$ cat src/rtl/dmem_pkg.sv
// Shared definitions for the data-memory bus controller: access-size codes,
// address classes, controller states and byte-lane steering helpers.
package dmem_pkg;

    // SIZE encodings driven by the core; any size with bit 1 set is a byte access.
    localparam logic [1:0] SZ_WORD = 2'b00;
    localparam logic [1:0] SZ_HALF = 2'b01;
    localparam logic [1:0] SZ_BYTE = 2'b10;

    typedef enum logic [1:0] {
        CLS_SRAM   = 2'd0,
        CLS_STDOUT = 2'd1,
        CLS_EXIT   = 2'd2,
        CLS_ERR    = 2'd3
    } addr_class_e;

    typedef enum logic [1:0] {
        ST_IDLE = 2'd0,
        ST_WAIT = 2'd1,
        ST_ACK  = 2'd2
    } state_e;

    // Byte-lane write enables. Misaligned halves and words are aligned down.
    function automatic logic [3:0] we_gen(input logic [1:0] size, input logic [1:0] lane);
        logic [3:0] we;
        if (size[1]) begin
            we = 4'b0001 << lane;
        end else if (size == SZ_HALF) begin
            we = lane[1] ? 4'b1100 : 4'b0011;
        end else begin
            we = 4'b1111;
        end
        return we;
    endfunction

    // Replicate the right-aligned store data so every candidate lane carries it;
    // the write enables then pick the lane(s) actually written.
    function automatic logic [31:0] wdata_steer(input logic [1:0] size, input logic [31:0] d);
        logic [31:0] s;
        if (size[1]) begin
            s = {4{d[7:0]}};
        end else if (size == SZ_HALF) begin
            s = {2{d[15:0]}};
        end else begin
            s = d;
        end
        return s;
    endfunction

    // Shift the addressed lane(s) down to bit 0 and zero-extend.
    function automatic logic [31:0] rdata_extract(input logic [1:0] size, input logic [1:0] lane,
                                                  input logic [31:0] d);
        logic [31:0] sh;
        logic [31:0] r;
        sh = d >> {lane, 3'b000};
        if (size[1]) begin
            r = {24'h0, sh[7:0]};
        end else if (size == SZ_HALF) begin
            r = lane[1] ? {16'h0, d[31:16]} : {16'h0, d[15:0]};
        end else begin
            r = d;
        end
        return r;
    endfunction

endpackage

$ cat src/rtl/stdout_fifo.sv
// Show-ahead synchronous FIFO buffering STDOUT characters toward the host.
// Pointers carry one extra wrap bit to tell full from empty.
module stdout_fifo
    import dmem_pkg::*;
#(
    parameter int WIDTH = 8,
    parameter int DEPTH = 8
) (
    input  logic             clk,
    input  logic             rst,
    input  logic             push,
    input  logic [WIDTH-1:0] push_data,
    input  logic             pop,
    output logic [WIDTH-1:0] pop_data,
    output logic             full,
    output logic             empty
);

    localparam int AW = $clog2(DEPTH);

    logic [WIDTH-1:0] mem [DEPTH];
    logic [AW:0]      wr_ptr_reg;
    logic [AW:0]      rd_ptr_reg;
    logic             do_push;
    logic             do_pop;

    assign empty    = (wr_ptr_reg == rd_ptr_reg);
    assign full     = (wr_ptr_reg[AW] != rd_ptr_reg[AW]) &&
                      (wr_ptr_reg[AW-1:0] == rd_ptr_reg[AW-1:0]);
    assign do_pop   = pop && !empty;
    // A push into a full FIFO is fine when the head leaves in the same cycle.
    assign do_push  = push && (!full || do_pop);
    assign pop_data = mem[rd_ptr_reg[AW-1:0]];

    // Character storage; contents need no reset since the pointers define validity.
    always_ff @(posedge clk) begin
        if (do_push) begin
            mem[wr_ptr_reg[AW-1:0]] <= push_data;
        end
    end

    // Pointer advance; reset flushes the FIFO.
    always_ff @(posedge clk or posedge rst) begin
        if (rst) begin
            wr_ptr_reg <= '0;
            rd_ptr_reg <= '0;
        end else begin
            if (do_push) wr_ptr_reg <= wr_ptr_reg + 1'b1;
            if (do_pop)  rd_ptr_reg <= rd_ptr_reg + 1'b1;
        end
    end

endmodule

$ cat src/rtl/dmem_bus_ctrl.sv
// Data-memory bus controller: accepts core requests, drives a word-wide
// synchronous SRAM with lane steering, decodes STDOUT/EXIT MMIO and answers
// with a one-cycle active-low ACKD_n after a programmable latency.
module dmem_bus_ctrl
    import dmem_pkg::*;
#(
    parameter logic [31:0] DMEM_START   = 32'h0800_0000,
    parameter int          DMEM_AW      = 20,
    parameter int          DMEM_LATENCY = 1,
    parameter logic [31:0] STDOUT_ADDR  = 32'hf000_0000,
    parameter logic [31:0] EXIT_ADDR    = 32'hff00_0000,
    parameter int          FIFO_DEPTH   = 8
) (
    input  logic               clk,
    input  logic               rst,
    input  logic [31:0]        DAD,
    input  logic               MREQ,
    input  logic               WRITE,
    input  logic [1:0]         SIZE,
    input  logic [31:0]        wdata,
    output logic [31:0]        rdata,
    output logic               ACKD_n,
    output logic               sram_en,
    output logic [3:0]         sram_we,
    output logic [DMEM_AW-1:0] sram_addr,
    output logic [31:0]        sram_wdata,
    input  logic [31:0]        sram_rdata,
    output logic               stdout_valid,
    output logic [7:0]         stdout_data,
    input  logic               stdout_ready,
    output logic               exit_o,
    output logic [31:0]        exit_code,
    output logic               bus_err
);

    state_e      state_reg, state_next;
    logic [3:0]  cnt_reg;
    addr_class_e cls_reg;
    logic        write_reg;
    logic [1:0]  size_reg;
    logic [1:0]  lane_reg;
    logic [7:0]  char_reg;
    logic        rd_pend_reg;
    logic [31:0] rdata_reg;
    logic        exit_reg;
    logic [31:0] exit_code_reg;
    logic        bus_err_reg;

    addr_class_e cls_live;
    logic [30:0] win_off;
    logic        accept;
    logic        live_push;
    logic        held_push;
    logic        fifo_space;
    logic        cnt_done;
    logic        go_ack;
    logic        fifo_push;
    logic [7:0]  fifo_din;
    logic        fifo_full;
    logic        fifo_empty;

    // Word offset into the SRAM window; a borrow lands in the upper bits,
    // so addresses below the window decode as out-of-range too.
    assign win_off = {1'b0, DAD[31:2]} - {1'b0, DMEM_START[31:2]};

    // Classify the address presented on DAD.
    always_comb begin
        cls_live = CLS_ERR;
        if (DAD == STDOUT_ADDR) begin
            cls_live = CLS_STDOUT;
        end else if (DAD == EXIT_ADDR) begin
            cls_live = CLS_EXIT;
        end else if (win_off[30:DMEM_AW] == '0) begin
            cls_live = CLS_SRAM;
        end
    end

    assign accept     = (state_reg == ST_IDLE) && MREQ;
    assign live_push  = WRITE && SIZE[1] && (cls_live == CLS_STDOUT);
    assign held_push  = write_reg && size_reg[1] && (cls_reg == CLS_STDOUT);
    assign fifo_space = !fifo_full || stdout_ready;
    assign cnt_done   = (cnt_reg <= 4'd1);

    // SRAM port is driven only during the accept cycle so the read data is
    // available in the first cycle after the accept edge.
    always_comb begin
        sram_en    = accept && !rst && (cls_live == CLS_SRAM);
        sram_we    = 4'b0000;
        sram_addr  = '0;
        sram_wdata = 32'h0;
        if (sram_en) begin
            sram_addr = win_off[DMEM_AW-1:0];
            if (WRITE) begin
                sram_we    = we_gen(SIZE, DAD[1:0]);
                sram_wdata = wdata_steer(SIZE, wdata);
            end
        end
    end

    // Next-state logic; a STDOUT byte store may only complete when the FIFO has room.
    always_comb begin
        state_next = state_reg;
        go_ack     = 1'b0;
        case (state_reg)
            ST_IDLE: begin
                if (MREQ) begin
                    if (DMEM_LATENCY == 1 && (!live_push || fifo_space)) begin
                        state_next = ST_ACK;
                        go_ack     = 1'b1;
                    end else begin
                        state_next = ST_WAIT;
                    end
                end
            end
            ST_WAIT: begin
                if (cnt_done && (!held_push || fifo_space)) begin
                    state_next = ST_ACK;
                    go_ack     = 1'b1;
                end
            end
            ST_ACK:  state_next = ST_IDLE;
            default: state_next = ST_IDLE;
        endcase
    end

    // The character enters the FIFO on the same edge that moves the FSM into ACK.
    assign fifo_push = go_ack && ((state_reg == ST_IDLE) ? live_push : held_push);
    assign fifo_din  = (state_reg == ST_IDLE) ? wdata[7:0] : char_reg;

    // Request capture, latency countdown, load-data capture and sticky flags.
    always_ff @(posedge clk or posedge rst) begin
        if (rst) begin
            state_reg     <= ST_IDLE;
            cnt_reg       <= 4'd0;
            cls_reg       <= CLS_SRAM;
            write_reg     <= 1'b0;
            size_reg      <= SZ_WORD;
            lane_reg      <= 2'b00;
            char_reg      <= 8'h00;
            rd_pend_reg   <= 1'b0;
            rdata_reg     <= 32'h0;
            exit_reg      <= 1'b0;
            exit_code_reg <= 32'h0;
            bus_err_reg   <= 1'b0;
        end else begin
            state_reg   <= state_next;
            rd_pend_reg <= 1'b0;
            if (rd_pend_reg) begin
                rdata_reg <= rdata_extract(size_reg, lane_reg, sram_rdata);
            end
            case (state_reg)
                ST_IDLE: begin
                    if (MREQ) begin
                        cls_reg     <= cls_live;
                        write_reg   <= WRITE;
                        size_reg    <= SIZE;
                        lane_reg    <= DAD[1:0];
                        char_reg    <= wdata[7:0];
                        cnt_reg     <= 4'(DMEM_LATENCY - 1);
                        rd_pend_reg <= !WRITE && (cls_live == CLS_SRAM);
                        // MMIO and out-of-window loads read as zero.
                        if (!WRITE && cls_live != CLS_SRAM) begin
                            rdata_reg <= 32'h0;
                        end
                        if (WRITE && cls_live == CLS_EXIT && !exit_reg) begin
                            exit_reg      <= 1'b1;
                            exit_code_reg <= wdata;
                        end
                        if (cls_live == CLS_ERR) begin
                            bus_err_reg <= 1'b1;
                        end
                    end
                end
                ST_WAIT: begin
                    if (cnt_reg != 4'd0) begin
                        cnt_reg <= cnt_reg - 4'd1;
                    end
                end
                default: ;
            endcase
        end
    end

    // Load data is forwarded straight from the SRAM in the capture cycle so a
    // one-cycle latency still presents valid data with the ack.
    assign rdata     = rd_pend_reg ? rdata_extract(size_reg, lane_reg, sram_rdata) : rdata_reg;
    assign ACKD_n    = (state_reg != ST_ACK);
    assign exit_o    = exit_reg;
    assign exit_code = exit_code_reg;
    assign bus_err   = bus_err_reg;
    assign stdout_valid = !fifo_empty;

    stdout_fifo #(
        .WIDTH (8),
        .DEPTH (FIFO_DEPTH)
    ) u_fifo (
        .clk       (clk),
        .rst       (rst),
        .push      (fifo_push),
        .push_data (fifo_din),
        .pop       (stdout_ready),
        .pop_data  (stdout_data),
        .full      (fifo_full),
        .empty     (fifo_empty)
    );

endmodule

$ cat config.mk
export PLATFORM = sky130hd
export DESIGN_NAME = dmem_bus_ctrl
export DESIGN_NICKNAME = d
export VERILOG_FILES = /design/src/rtl/dmem_pkg.sv /design/src/rtl/stdout_fifo.sv /design/src/rtl/dmem_bus_ctrl.sv
export SDC_FILE = /design/constraint.sdc
export NUM_CORES = 1
export LEC_CHECK = 0
export ABC_AREA = 1
export CAP_MARGIN = 30
export CORE_MARGIN = 2
export CORE_UTILIZATION = 30
export DETAILED_ROUTE_END_ITERATION = 12
export DONT_BUFFER_PORTS = 1
export GPL_TIMING_DRIVEN = 0
export MAX_ROUTING_LAYER = met4
export PLACE_DENSITY_LB_ADDON = 0.15
export SYNTH_ARGS = -nofsm -noshare
export SYNTH_HDL_FRONTEND = slang
export SYNTH_SLANG_ARGS = --single-unit
$ cat constraint.sdc
create_clock -name clk -period 4.8 [get_ports clk]
set_input_delay 0.96 -clock clk [delete_from_list [all_inputs] [get_ports clk]]
set_output_delay 0.96 -clock clk [all_outputs]
set_load 0.005 [all_outputs]
* Yosys cells after proc, flatten, opt, wreduce, memory -nomap -nowiden
Memory sizes are Yosys's and may differ from the RTL's.
Index checks and enable logic that the tools add are counted.
** Storage, ports and cells
- Register bits after elaboration :: 96
- RAM bits :: 64
- Bits of input ports :: 103
- Memories kept :: 1
** Cells by class
- Add/sub/neg operators :: 4
- Order comparisons :: 1
- Equality and inequality tests :: 16
- Shift-type cells :: 2
- Muxes and demuxes :: 37
- Reduce and logical (&&, ||, !) cells :: 38
** Memory list
- u_fifo.mem :: words 8, width 8, read ports 1, clocked after Yosys merged registers in 0, write ports 1, line stdout_fifo.sv:21 : logic [WIDTH-1:0] mem [DEPTH];
** Operators by type and width (number)
- $mux W32 :: 10
- $eq A32 B32 Y1 const B :: 2
- $shr A32 B5 Y8 :: 1
- $sub A30 B26 Y31 const B :: 1
- $mux W4 :: 7
- $mux W20 :: 1
- $logic_and A1 B1 Y1 :: 16
- $mux W16 :: 1
- $mux W2 :: 6
- $logic_not A11 Y1 :: 1
- $eq A2 B1 Y1 const B :: 5
- $reduce_and A3 Y1 :: 3
- $add A4 B1 Y4 const B :: 2
- $mux W1 :: 8
- $mux W8 :: 1
- $ne A2 B2 Y1 const B :: 4
- $pmux W4 S2 :: 1
- $logic_not A1 Y1 :: 7
- $eq A2 B2 Y1 const B :: 2
- $eq A4 B4 Y1 :: 1
- $le A4 B1 Y1 const B :: 1
- $logic_not A2 Y1 :: 2
- $logic_or A1 B1 Y1 :: 4
- $pmux W2 S2 :: 1
- 8 further kinds :: 10

* Depth between registers and ports, before layout
- Depth after elaboration :: 16
- Depth in mapped cells :: 12
- Mapped depth without buffers :: 11

* By module
From an unflattened synthesis, not the netlist that was laid out.
** Unflattened totals
- Cell total of the unflattened synthesis :: 987
- Area total of the unflattened synthesis :: 8167.8 sq um
** By module, submodules not included
- dmem_bus_ctrl :: instances 1, cells each 725, area each 5136.2 sq um, sequential area each 2202.1 sq um
- stdout_fifo :: instances 1, cells each 262, area each 3031.7 sq um, sequential area each 2122.0 sq um

* Worst setup path after synthesis
Ideal clock, no wire load.
- Path kind :: input to output
- Start :: in rst
- End :: out sram_wdata[19]
- Arrival time :: 4090 ps
- Path slack :: -250 ps
- Stages on the path :: 6
- Buffers on the path :: 1
- Path through :: inv_1 > nand4_2 > nor2_4 > inv_2 > buf_6 > a211oi_1
** Between the ends
- Cells in the longest elaborated chain, start to end :: 4
** RTL lines
- start, declared :: line dmem_bus_ctrl.sv:15 : input logic rst,
- $logic_not A1 Y1 (no source line)
- $logic_and A1 B1 Y1 (2 in series) :: line dmem_bus_ctrl.sv:87 : sram_en = accept && !rst && (cls_live == CLS_SRAM);
- $mux W32 :: line dmem_bus_ctrl.sv:91 : if (sram_en) begin
- end, declared :: line dmem_bus_ctrl.sv:26 : output logic [31:0] sram_wdata,
No other way between the ends.

* Worst setup path after layout
- Start :: in rst
- End :: out sram_wdata[12]
The elaborated chain is that of the path after synthesis.

==> metrics.md <==
| Metric | Value |
|---|---|
| Cells after DPL | 1337 |
| Final clock skew | 0.0227 ns |
| Clock Tree Buf Depth | 2 |
| CTS Buf Count | 17 |
| # IOs | 236 |
| Fin nets | 1124 |
| Critical Path, Cell by Cell | clkinvlp_4 -> nand4_2 -> nor2_4 -> inv_2 -> clkbuf_1 -> nor2_1 |
| Final core occ | 34.4% |
| Diodes inserted | 0 |
| Cell row count | 60 |
| Mapped Area | 8150 um2 |
| Leak | 4.19 nW |
| Compound-cell area share of the yosys netlist | 13.6% |
| Pwr Density | 403 nW/um2 |
| Post-synth cell types | 39 |
| 1st-pass router iterations | 4 |
| Largest net degree at the start of global routing | 39 |
| Fin crit share | 73.5% |
| Met2 Use GR | 29.9% |
| Peak per-stage delay on the critical path | 0.48 ns |
| Worst setup SP type | primary input |
| Gates resized, CTS repair | 0 |
| Synth top area cells | dfrtp_1 (29%), edfxtp_1 (24%), nor2_1 (10%) |
| Proportion of netlist area held by the largest area contributor | 29.5% |
| Mux cell area share after synthesis | 0% |
| Share of layout cells above drive strength 1 | 5.74% |
| Routability Congestion | 0.948 |
| Num Clock Sinks | 160 |
| Met3 Use GR | 4.70% |
| Tmin final | 3.53 ns |
| Crit-path max FO | 25 |
| Synth area leader | dfrtp_1 |
| Synth Area in XOR/XNOR | 0.537% |
| Clk slew on worst S/H paths | 0.07 ns |
| Wire per inst | 19.1 um |
| Worst-Margin Slew | 0.894 ns |
| DIE AREA | 28500 um2 |
| Achievable Freq | 284 MHz |
| RSZ-0062 raised after global routing | false |
| Seq/Total Area, Yosys | 53.0% |
| #FFs+latches synth | 160 |
| FFs w/ async S/R, synth | 60.0% |
| Power, Total | 0.00371 W |
| Via density | 4.93 |
| Initial core utilization | 30.4% |
| TritonCTS clock tree | done |
| Worst vdd ir | 0.181 mV |
| Setup Crit Path Kind | primary input to primary output |
| Worst skew pair latency | 0.44 ns |
| Most frequent cells after synthesis | nor2_1 (223), nand2_1 (166), inv_1 (121) |
| Vias in the first global route | 6581 |
| Hold buffer count at cts | 0 |
| Outcome | complete, no violations |
| Synth Area in Adders | 0.921% |
| Post-synth EDFFs | 64 |
| CORE AREA | 26800 um2 |
| Relative slew slack | 40.2% |
| Global route total overflow | 0 |
| Largest family of logic cells by synthesized area | simple AND/OR/NAND/NOR gates |
| Fin. Hold Viols | 0 |
| Root buf cell | clkbuf_16 |
| Initial antenna violation count | 0 |
| Drt initial violations | 424 |
| Synth Area in Simple Gates | 23.5% |
| Remaining routing DRC violations | 0 |
| Post-DP HPWL | 20000 um |
| Die W | 169 um |
| Mapped Nets | 1103 |
| Top delay family on crit path | buffers and inverters |
| Worst path bufs/invs | 3 |
| DRT Wirelength | 26100 um |
| CP arrival | 2.57 ns |
| Max FFs per register | 64 |
| Max Slew Vio Count | 0 |
| # setup viols final | 0 |
| Worst min path class | primary input to asynchronous set/reset pin |
| Worst hold slack | 0.476 ns |
| IO buf count | 0 |
| Gr busiest metal | met2 |
| Cells after Synth | 994 |
| Die outline height | 169 um |
| Total number of vias | 6749 |
| Main synth FF type | dfrtp_1 |
| Critical path's slowest cell | clkinvlp_4 |
| Post-route ant nets | 0 |
| Cell Count, Final, Fillers Out | 1369 |
| Most numerous cell in the Yosys netlist | nor2_1 |
| Area delta synth->final | 13.0% |
| Synth warnings | 0 |
| Gr usage total | 18.9% |
| Crit. End Element | primary output |
| WP data required | 3.84 ns |
| Syn_area_per_cell | 8.20 um2 |
| M1 GR Usage | 23.6% |
| First-pass GRT wire length | 39800 um |
| H-Tree Depth | 4 |
| Max-Cap Viols | 0 |
| Setup Buffers After CTS | 0 |
## layer usage
| layer | share of wire (%) | routed length (um) |
|---|---|---|
| met3 | 6.5 | 1700 |
| met5 | 0 | 0 |
| met1 | 44 | 11600 |
| met4 | 2.6 | 684 |
| met2 | 47 | 12100 |
## cell type report
type,count,area [um2]
Multi-Input combinational cell,655,3150
Fill cell,2776,17600
Sequential cell,160,4320
Timing Repair Buffer,2,40.0
Buffer,50,198
Inverter,129,488
Clock inverter,14,160
Clock buffer,18,429
Tap cell,341,427
## worst paths after layout
kind | to | start | depth (start not counted) | slack (ns)
min in group clk | char_reg[1]$_DFFE_PP0P_ | char_reg[1]$_DFFE_PP0P_ | 2 | 0.49
max reg2reg | u_fifo.mem[0][7]$_DFFE_PP_ | u_fifo.wr_ptr_reg[2]$_DFFE_PP0P_ | 11 | 2.08
max in group asynchronous | exit_code[0]$_DFFE_PP0P_ | rst | 2 | 3.71
min | rdata_reg[13]$_DFF_PP0_ | rst | 1 | 0.48
min reg2reg | char_reg[1]$_DFFE_PP0P_ | char_reg[1]$_DFFE_PP0P_ | 2 | 0.49
max | sram_wdata[12] | rst | 6 | 1.27
## cell usage in the layout, fill, tap and decap left out, types with 4 or more instances in the layout
cell       synthesis  layout
a211oi_2           6       6
a21oi_1           24      24
a221oi_1           4       4
a31oi_1            8       8
a32oi_1           16      16
clkbuf_1          47      48
clkbuf_16          0      17
dfrtp_1           96      96
edfxtp_1          64      64
ha_1               6       6
inv_1            121     120
inv_2              6       6
inv_8              0       6
nand2_1          166     166
nand3_1           44      44
nand4_1            4       4
nor2_1           223     223
nor2_4             4       4
nor3_1            10      10
o211ai_1          16      16
o21ai_0           76      76
o21ai_1           11      11
o22ai_1           15      15
xor2_1             4       4
## stage by stage
step	area, um2	setup WS [ns]	TNS [ns]
CTS	9210	1.20	0
global placement	8580	-0.710	-30.89
finish	9210	1.27	0
global route	9210	1.05	0
floorplan	8160	0.554	0
detailed placement	8620	1.21	0
## logic make-up (layout without fill, tap and decap cells)
| group | Yosys count | in the layout |
|---|---|---|
| buffers and inverters | 179 | 213 |
| and+or+nand+nor | 463 | 463 |
| DFF | 160 | 160 |
| xor gates and xnor gates | 5 | 5 |
| AOI/OAI and AO/OA | 181 | 181 |
| adders and majority gates | 6 | 6 |
## power by group
part / leakage, nW / switching (W) / internal [W]
combinational: 2.04 / 0.000579 / 0.000241
sequential: 1.86 / 0.0000434 / 0.00149
clock: 0.289 / 0.000653 / 0.000703
Note: power is estimated with default switching activity, not from simulation.
